==> config.mk <==
export PLATFORM = sky130hd
export DESIGN_NAME = ms_delay_scheduler
export DESIGN_NICKNAME = d
export VERILOG_FILES = /design/src/rtl/ms_timer_pkg.sv /design/src/rtl/ms_tick_gen.sv /design/src/rtl/ms_delay_scheduler.sv
export SDC_FILE = /design/constraint.sdc
export NUM_CORES = 1
export LEC_CHECK = 0
export ABC_AREA = 1
export ABC_CLOCK_PERIOD_IN_PS = 4700
export BUFFER_PORTS_ARGS = -buffer_cell sky130_fd_sc_hd__clkbuf_2
export CAP_MARGIN = 20
export CORE_MARGIN = 2
export CORE_UTILIZATION = 60
export CTS_CLUSTER_SIZE = 16
export DETAILED_ROUTE_END_ITERATION = 8
export GPL_ROUTABILITY_DRIVEN = 0
export PLACE_DENSITY = 0.83
export SLEW_MARGIN = 20
export SYNTH_ARGS = -nofsm -noshare
export SYNTH_HDL_FRONTEND = slang
export SYNTH_SLANG_ARGS = --single-unit
==> constraint.sdc <==
create_clock -name pulseClk -period 4.7 [get_ports pulseClk]
set_clock_uncertainty 0.15 [all_clocks]
set_input_delay 0.705 -clock pulseClk [delete_from_list [all_inputs] [get_ports pulseClk]]
set_output_delay 0.705 -clock pulseClk [all_outputs]
set_load 0.05 [all_outputs]
==> src/rtl/ms_timer_pkg.sv <==
// ms_timer_pkg: shared types and defaults for the millisecond timer blocks.
//   ch_state_e   - per-channel delay counter state
//   DEF_TICK_DIV - default clock cycles per ms tick
//   DEF_DELAY_W  - default width of a delay value, in ms
package ms_timer_pkg;

  localparam int unsigned DEF_TICK_DIV = 202;
  localparam int unsigned DEF_DELAY_W  = 16;

  typedef enum logic {
    CH_IDLE = 1'b0,
    CH_RUN  = 1'b1
  } ch_state_e;

endpackage

==> src/rtl/ms_tick_gen.sv <==
// ms_tick_gen: free-running prescaler producing a one-cycle tick every
// TICK_DIV clock cycles.
//   pulseClk - clock, rising edge
//   rst      - synchronous active-high reset
//   tick     - registered one-cycle pulse, high the cycle after presc wraps
module ms_tick_gen
  import ms_timer_pkg::*;
#(
  parameter int unsigned TICK_DIV = DEF_TICK_DIV
) (
  input  logic pulseClk,
  input  logic rst,
  output logic tick
);

  localparam int unsigned PW = $clog2(TICK_DIV);

  logic [PW-1:0] presc;
  logic          wrap;

  assign wrap = (presc == PW'(TICK_DIV - 1));

  // Prescaler and registered tick; never stops outside reset.
  always_ff @(posedge pulseClk) begin
    if (rst) begin
      presc <= '0;
      tick  <= 1'b0;
    end else begin
      tick <= wrap;
      if (wrap) presc <= '0;
      else      presc <= presc + PW'(1);
    end
  end

endmodule

==> src/rtl/ms_delay_scheduler.sv <==
// ms_delay_scheduler: shares one ms tick among NUM_CH requesters. A
// round-robin arbiter accepts at most one delay request per cycle; each
// accepted delay counts down in its own channel and pulses done on expiry.
//   pulseClk - clock, rising edge
//   rst      - synchronous active-high reset
//   req      - per-channel level request, held until ack
//   delay    - per-channel delay in ms, channel c at [c*DELAY_W +: DELAY_W]
//   cancel   - per-channel abort of a running delay
//   ack      - one-cycle pulse, request accepted (at most one per cycle)
//   busy     - channel is counting
//   done     - one-cycle pulse, delay expired
//   tick     - one-cycle pulse per ms, free-running
module ms_delay_scheduler
  import ms_timer_pkg::*;
#(
  parameter int unsigned NUM_CH   = 4,
  parameter int unsigned DELAY_W  = DEF_DELAY_W,
  parameter int unsigned TICK_DIV = DEF_TICK_DIV
) (
  input  logic                        pulseClk,
  input  logic                        rst,
  input  logic [NUM_CH-1:0]           req,
  input  logic [NUM_CH*DELAY_W-1:0]   delay,
  input  logic [NUM_CH-1:0]           cancel,
  output logic [NUM_CH-1:0]           ack,
  output logic [NUM_CH-1:0]           busy,
  output logic [NUM_CH-1:0]           done,
  output logic                        tick
);

  localparam int unsigned PTR_W = $clog2(NUM_CH);

  logic [PTR_W-1:0]  rr_ptr;
  logic [PTR_W-1:0]  scan_idx;
  logic [PTR_W-1:0]  grant_idx;
  logic [PTR_W-1:0]  next_ptr;
  logic              grant_valid;
  logic [NUM_CH-1:0] elig;
  logic [NUM_CH-1:0] grant_oh;

  ms_tick_gen #(
    .TICK_DIV (TICK_DIV)
  ) u_tick_gen (
    .pulseClk (pulseClk),
    .rst      (rst),
    .tick     (tick)
  );

  // A channel acked this cycle is still loading, so it is excluded too.
  assign elig = req & ~busy & ~cancel & ~ack;

  // Round-robin search starting at rr_ptr, wrapping around.
  always_comb begin
    grant_valid = 1'b0;
    grant_idx   = '0;
    scan_idx    = '0;
    grant_oh    = '0;
    for (int unsigned i = 0; i < NUM_CH; i++) begin
      scan_idx = PTR_W'((32'(rr_ptr) + i) % NUM_CH);
      if (!grant_valid && elig[scan_idx]) begin
        grant_valid = 1'b1;
        grant_idx   = scan_idx;
      end
    end
    if (grant_valid) grant_oh[grant_idx] = 1'b1;
  end

  assign next_ptr = (grant_idx == PTR_W'(NUM_CH - 1)) ? '0 : grant_idx + PTR_W'(1);

  // Registered ack and pointer advance past the granted channel.
  always_ff @(posedge pulseClk) begin
    if (rst) begin
      ack    <= '0;
      rr_ptr <= '0;
    end else begin
      ack <= grant_oh;
      if (grant_valid) rr_ptr <= next_ptr;
    end
  end

  // Per-channel delay counters.
  for (genvar c = 0; c < NUM_CH; c++) begin : g_ch
    ch_state_e          state;
    logic [DELAY_W-1:0] cnt;
    logic [DELAY_W-1:0] dly;
    logic               busy_r;
    logic               done_r;

    assign dly     = delay[c*DELAY_W +: DELAY_W];
    assign busy[c] = busy_r;
    assign done[c] = done_r;

    // Ticks in the ack cycle are ignored so a fresh load is never shortened.
    // Cancel has priority over the final decrement.
    always_ff @(posedge pulseClk) begin
      if (rst) begin
        state  <= CH_IDLE;
        cnt    <= '0;
        busy_r <= 1'b0;
        done_r <= 1'b0;
      end else begin
        done_r <= 1'b0;
        case (state)
          CH_IDLE: begin
            if (grant_oh[c]) begin
              if (dly != '0) begin
                state  <= CH_RUN;
                cnt    <= dly;
                busy_r <= 1'b1;
              end else begin
                done_r <= 1'b1;
              end
            end
          end
          CH_RUN: begin
            if (cancel[c]) begin
              state  <= CH_IDLE;
              cnt    <= '0;
              busy_r <= 1'b0;
            end else if (tick && !ack[c]) begin
              if (cnt == DELAY_W'(1)) begin
                state  <= CH_IDLE;
                cnt    <= '0;
                busy_r <= 1'b0;
                done_r <= 1'b1;
              end else begin
                cnt <= cnt - DELAY_W'(1);
              end
            end
          end
          default: state <= CH_IDLE;
        endcase
      end
    end
  end

endmodule

==> results.toml, run 1 <==
[floorplan]
die-area_um2 = 11600
rows = 37
die-width_um = 108
io_pins = 87
start_util_pct = 62.1
die_h_um = 108
core-area_um2 = 10400

[synth]
yosys_register_bits = 91
synthDominantCellAreaShare_pct = 28.2
muxShareOfSynthArea_pct = 0
synth.avg_cell_area_um2 = 6.33
synth_top_family_by_area = "simple AND/OR/NAND/NOR gates"
netlist_instances = 1023
synthArstFlopShare_pct = 0
synth_edf_count = 0
synth_xor_area_share_pct = 5.84
synth_adder_area_share_pct = 2.71
synth_flop_cell = "dfxtp_1"
ys_types = 40
synthSimpleGateAreaFrac_pct = 39.0
synth_top_area_cell = "dfxtp_1"
syn_nets = 1111
yosysSeqAreaShare_pct = 28.2
synth_compound_area_share_pct = 13.4
synth_area_leaders = "dfxtp_1, nand2_1, nor2_1"
synthesis.area_um2 = 6470
ys_warn_count = 0

[global_route]
antenna_found_initial = 0
grt_pass1_wl_um = 25900
grt_remaining_overflow = 0
grt_max_degree = 45
first_global_vias = 5917
grtUsageTotal_pct = 27.1

[power_and_ir_drop]
peakVddDrop_uv = 375
power_frac_seq_pct = 25.0
p_leak_uw = 0.00341
intPower_uw = 2360
power_density_nw_per_um2 = 710
switching_power_uw = 2590
p_clk_share_pct = 9.8
p_comb_share_pct = 65.3
p_sw_share_pct = 52.4

[finish]
regArea_um2 = 1820
fin_nets = 1165
stdcell_area_um2 = 6970
fillerInstances = 998
diodes = 0
instances_no_fill = 1217
final_common_cell = "nand2_1"
synthToLayoutAreaGrowth_pct = 7.66
drive_gt1_share_pct = 11.9
layout_common_cells = "nand2_1, nor2_1, inv_1"
multi_input_area_um2 = 3940

[clock_tree]
clk_path_buf_depth = 2
post_cts_buffers = 0
cts_made_buffers = 9
clock_sink_count = 91
cts_max_level = 3
cts-root-buf = "clkbuf_8"
insertion_delay_ps = 370
clk_pin_slew_worst_paths_ps = 90
post_cts_resized = 0
cts_tree = "built"
cts_hold_buf = 0

[worst_setup_path]
critPathLaunchType = "register"
crit_fanout = 25
critical_path.top_delay_family = "simple AND/OR/NAND/NOR gates"
crit_top_cell = "nand2_1"
cp.required_ps = 4820
cp.arrival_ps = 3250
slowest_stage = "dfxtp_1"
max_stage_delay_ps = 600
cp_num_buf_inv = 3
cp-end-kind = "register"
worst-setup-path-type = "reg2reg"
crit_chain = "inv_2 -> nand3_2 -> nand2_1 -> o21ai_4 -> nand4_2 -> nand2_1 -> inv_1 -> ha_1 -> nand2_1 -> nand2_1 -> buf_4 -> nand2_1 -> nand2_1 -> nand2_1 -> nor2_1"

[hold_path]
hold_class = "reg2reg"

[timing]
grt_setup_unrepaired = "no"
min_period_ps = 3140
hold_violations = 0
setup_viol = 0
worstMarginPinSlew_ps = 883
clock.fmax_ghz = 0.319
fin_crit_sh_pct = 66.7
relSlewSlack_pct = 41.1
setup_tns_ps = 0
drv_slew = 0

[drt]
drt_iter0_markers = 487
first_pass_iters = 5
ant_nets = 0
wl_per_cell_um = 12.6
drcViolationCount = 0
via_per_inst = 5.41
finalWirelength_um = 15300
vias = 6580

[placement]
port_buffers = 86
place_hpwl_um = 11100
dp.cells = 1202
placed_area_um2 = 6800

[flow_run]
cap_violations = 0

[run_status]
outcome = "complete, no violations"
==> kinds of logic (layout without fill, tap and decap cells) <==
logic type / after synthesis / count (layout)
and+or+nand+nor: 569 / 569
adders and majority gates: 14 / 14
xor gates and xnor gates: 41 / 41
AOI/OAI and AO/OA: 152 / 152
buffers and inverters: 156 / 214
DFF: 91 / 91
==> synthesized netlist by cell type (3+ instances only) <==
cell type,instances
nor3_1,18
nor2_1,193
buf_6,8
o21ai_1,3
nand2_4,6
buf_2,12
a21oi_1,70
nand3b_1,23
xor2_1,28
ha_1,14
buf_4,10
clkbuf_1,9
a22oi_1,22
xnor2_1,12
nand2_2,3
inv_2,5
nand2_1,211
o31ai_1,4
buf_1,4
inv_1,105
nand3_1,78
o21ai_0,29
nor4_1,13
nand4_1,9
dfxtp_1,91
nand3_2,7
o22ai_1,18
==> sequential cells by signal, summed over array words and instances, names as in the netlist <==
| register | flops |
|---|---|
| g_ch.busy_r | 4 |
| g_ch.state | 4 |
| ack | 4 |
| u_tick_gen.presc | 8 |
| rr_ptr | 2 |
| g_ch.cnt | 64 |
| g_ch.done_r | 4 |
| u_tick_gen.tick | 1 |
==> worst paths after layout <==
path,to,from,slack (ps),depth (start not counted)
worst max register to register,g_ch[3].cnt[9]$_SDFFE_PP0P_,rr_ptr[0]$_SDFFE_PP0P_,1560,15
worst max-delay path,g_ch[3].cnt[9]$_SDFFE_PP0P_,rr_ptr[0]$_SDFFE_PP0P_,1560,15
worst min-delay path,u_tick_gen.presc[0]$_SDFF_PP0_,u_tick_gen.presc[0]$_SDFF_PP0_,330,1
worst min register to register,u_tick_gen.presc[0]$_SDFF_PP0_,u_tick_gen.presc[0]$_SDFF_PP0_,330,1
==> cell type report <==
| type | instances | share of cell area, % |
|---|---|---|
| clock inverter | 4 | 0.395 |
| inverter | 111 | 5.98 |
| multi-input combinational | 776 | 56.6 |
| sequential | 91 | 26.1 |
| clock buffer | 11 | 2.03 |
| timing repair buffer | 88 | 6.39 |
| tap | 136 | 2.44 |
==> worst reg2reg max path, cell delays in order (launching register included) <==
cell and delay [ps]:
dfxtp_1 600, inv_2 140, nand3_2 110, nand2_1 110
o21ai_4 180, nand4_2 350, nand2_1 260, inv_1 90
ha_1 220, nand2_1 90, nand2_1 60, buf_4 240
nand2_1 230, nand2_1 80, nand2_1 60, nor2_1 50
==> per-stage QoR <==
stage	total power (µW)	util, %	worst slack, ps	hold slack [ps]
2_1_floorplan	4060	-	2060	283
3_3_place_gp	4370	65.3	1490	297
3_5_place_dp	4450	65.3	1370	314
4_1_cts	4940	66.9	1590	333
5_1_grt	5510	66.9	1260	353
6_report	4950	66.9	1560	326
==> layer usage <==
metal | up-vias | part of all wire [%] | GRT usage [%]
met5 | - | 0 | 0
met4 | 0 | 0.98 | 6.78
met3 | 14 | 5.4 | 4.60
met2 | 155 | 48 | 47.2
met1 | 2978 | 45 | 34.6
li1 | 3433 | - | -
==> power by group through the flow <==
| stage | clock (µW) | combinational [µW] | sequential [µW] |
|---|---|---|---|
| after floorplan | 0 | 2860 | 1200 |
| after global placement | 0 | 3130 | 1240 |
| after detailed placement | 0 | 3200 | 1250 |
| after CTS | 498 | 3210 | 1230 |
| after global routing | 524 | 3710 | 1270 |
| final | 483 | 3230 | 1240 |
(Power assumes the default switching activity.)
==> run 2: changes to the inputs <==
ABC_AREA = 0   (was 1)
ABC_CLOCK_PERIOD_IN_PS = 2800   (was 4700)
CORE_UTILIZATION = 52   (was 60)
PLACE_DENSITY = 0.77   (was 0.83)
clock period = 2.8 ns   (was 4.7 ns; I/O delays follow)
==> run 2 against run 1 <==
Worst setup slack lost 1500 ps. Sequential share of layout area is 0.83 points higher. Clock power is 140% higher. Flip-flop and latch count stayed put. Critical endpoint is now g_ch[3].cnt[7]$_SDFFE_PP0P_. Highest routed layer unchanged.
==> results.toml, run 2 <==
[synth]
synth.most_common_cell = "dfxtp_1"
ys_types = 67
yosys_register_bits = 91
netlist_instances = 714
synthesis.area_um2 = 5720
synthDominantCellAreaShare_pct = 31.8
synth.avg_cell_area_um2 = 8.01
synth_area_leaders = "dfxtp_1, a21oi_1, a221oi_1"
yosys-top-cells-count = "dfxtp_1, nor2_1, a21oi_1"
synth_edf_count = 0
synthArstFlopShare_pct = 0
syn_nets = 802
yosysSeqAreaShare_pct = 31.8
synth_flop_cell = "dfxtp_1"
ys_warn_count = 0
synth_top_area_cell = "dfxtp_1"

[floorplan]
core-area_um2 = 10800
rows = 38
io_pins = 87
die-width_um = 109
start_util_pct = 53.0
die-area_um2 = 11900
die_h_um = 109

[global_route]
first_global_vias = 5734
grt_remaining_overflow = 0
grt_pass1_wl_um = 26400
antenna_found_initial = 0
grt_max_degree = 64
grtUsageTotal_pct = 27.8

[timing]
drv_slew = 0
grt_setup_unrepaired = "yes"
fin_crit_sh_pct = 97.1
hold_violations = 0
setup_viol = 0
relSlewSlack_pct = 37.1
clock.fmax_ghz = 0.368
setup_tns_ps = 0
worst_hold_slack_ps = 163
worstMarginPinSlew_ps = 940
worst_slack_ps = 81.8
min_period_ps = 2720

[drt]
drcViolationCount = 0
drt_iter0_markers = 479
vias = 6127
first_pass_iters = 5
via_per_inst = 6.51
ant_nets = 0
wl_per_cell_um = 17.5
finalWirelength_um = 16500

[finish]
instances_no_fill = 941
biggestRegsByFlops = "g_ch.cnt (64), u_tick_gen.presc (8)"
largest_register = "g_ch.cnt"
diodes = 0
drive_gt1_share_pct = 23.1
final_common_cell = "dfxtp_1"
layout_common_cells = "dfxtp_1, clkbuf_2, nor2_1"
largest_reg_flops = 64
synthToLayoutAreaGrowth_pct = 18.2
fillerInstances = 939
fin_nets = 884

[worst_setup_path]
crit_fanout = 7
max_stage_delay_ps = 580
cp.arrival_ps = 2900
critPathLaunchType = "register"
worst-setup-path-type = "reg2reg"
cp-end-kind = "register"
slowest_stage = "or4b_4"
cp.required_ps = 2980
rrSetupSlack_ps = 80
crit_chain = "or4b_4 -> o221ai_2 -> a22oi_2 -> and2_4 -> buf_4 -> ha_2 -> a41oi_4 -> buf_2 -> a221oi_1 -> nor2_1"

[clock_tree]
clk_path_buf_depth = 2
cts_max_level = 3
cts_tree = "built"
clock_sink_count = 91
insertion_delay_ps = 390
cts-root-buf = "clkbuf_8"
clk_pin_slew_worst_paths_ps = 90
cts_made_buffers = 9

[power_and_ir_drop]
p_leak_uw = 0.00270
power_density_nw_per_um2 = 1110
peakVddDrop_uv = 769

[placement]
dp.cells = 922
dp_slack_ps = -136
place_hpwl_um = 11400
port_buffers = 86

[flow_run]
cap_violations = 0

[run_status]
outcome = "complete, no violations"

[hold_path]
hold_class = "in2reg"
[run 2: final cells by class]
class                   instances  area [µm²]  area share (%)
clock buffers                  12         165            2.44
clock inverters                 4        95.1            1.41
inverters                      24        90.1            1.33
multi-input cells             544        3640            53.8
flip-flops and latches         91        1820            27.0
well taps                     140         175            2.59
repair buffers                126         773            11.4
[run 2: what timing repair did]
| action | 4_1_cts | 5_1_grt |
|---|---|---|
| gates resized for setup | 0 | 16 |
| hold buffers | 0 | 0 |
| endpoints found under the hold margin | 0 | 0 |
| endpoints found under the setup margin | 0 | 41 |
| buffers inserted | 0 | 2 |
[run 2: path summary, 6_finish.rpt]
check                               start                           end  cells past startpoint
max reg2reg             ack[2]$_SDFF_PP0_   g_ch[3].cnt[7]$_SDFFE_PP0P_                     10
min                             delay[53]   g_ch[3].cnt[5]$_SDFFE_PP0P_                      3
max                     ack[2]$_SDFF_PP0_   g_ch[3].cnt[7]$_SDFFE_PP0P_                     10
min reg2reg  g_ch[0].cnt[12]$_SDFFE_PP0P_  g_ch[0].cnt[12]$_SDFFE_PP0P_                      2
[run 2: per-layer routing]
metal  global-route usage (%)  share of wire (%)  vias up
li1                         -                  -     2883
met1                     35.3                 42     2860
met2                     45.7                 47      329
met3                     6.63                8.3       55
met4                     10.3                2.9        0
met5                        0                  0        -
[run 2: cell families after synthesis]
group	share of synthesized area (%)
adder cells (fa/ha/maj)	3.06
flip-flops	31.8
AND/OR/NAND/NOR	28.5
buffers and inverters	6.41
multiplexers	0.175
AO/OA/AOI/OAI	26.3
XOR/XNOR	3.67
[run 2: through the flow]
stage | utilization, % | power [µW] | area [µm²]
5_1_grt | 62.7 | 8040 | 6760
3_3_place_gp | 59.3 | 5960 | 6390
3_5_place_dp | 59.3 | 6120 | 6390
4_1_cts | 61.7 | 7290 | 6660
6_report | 62.7 | 7530 | 6760
2_1_floorplan | - | 5160 | 5770
[run 2: critical path: cells and delay by family, from the launching register on]
kind                       cells  cell delay [ps]
and+or+nand+nor                3              920
AOI/OAI and AO/OA              4              680
buffers and inverters          2              370
DFF                            1              340
adders and majority gates      1              200
[run 2: report_power, final]
group | switching, µW | total [µW] | leakage, µW | internal [µW]
combinational | 2540 | 4320 | 0.00183 | 1790
clock | 485 | 1150 | 0.000133 | 665
sequential | 404 | 2050 | 0.000744 | 1650
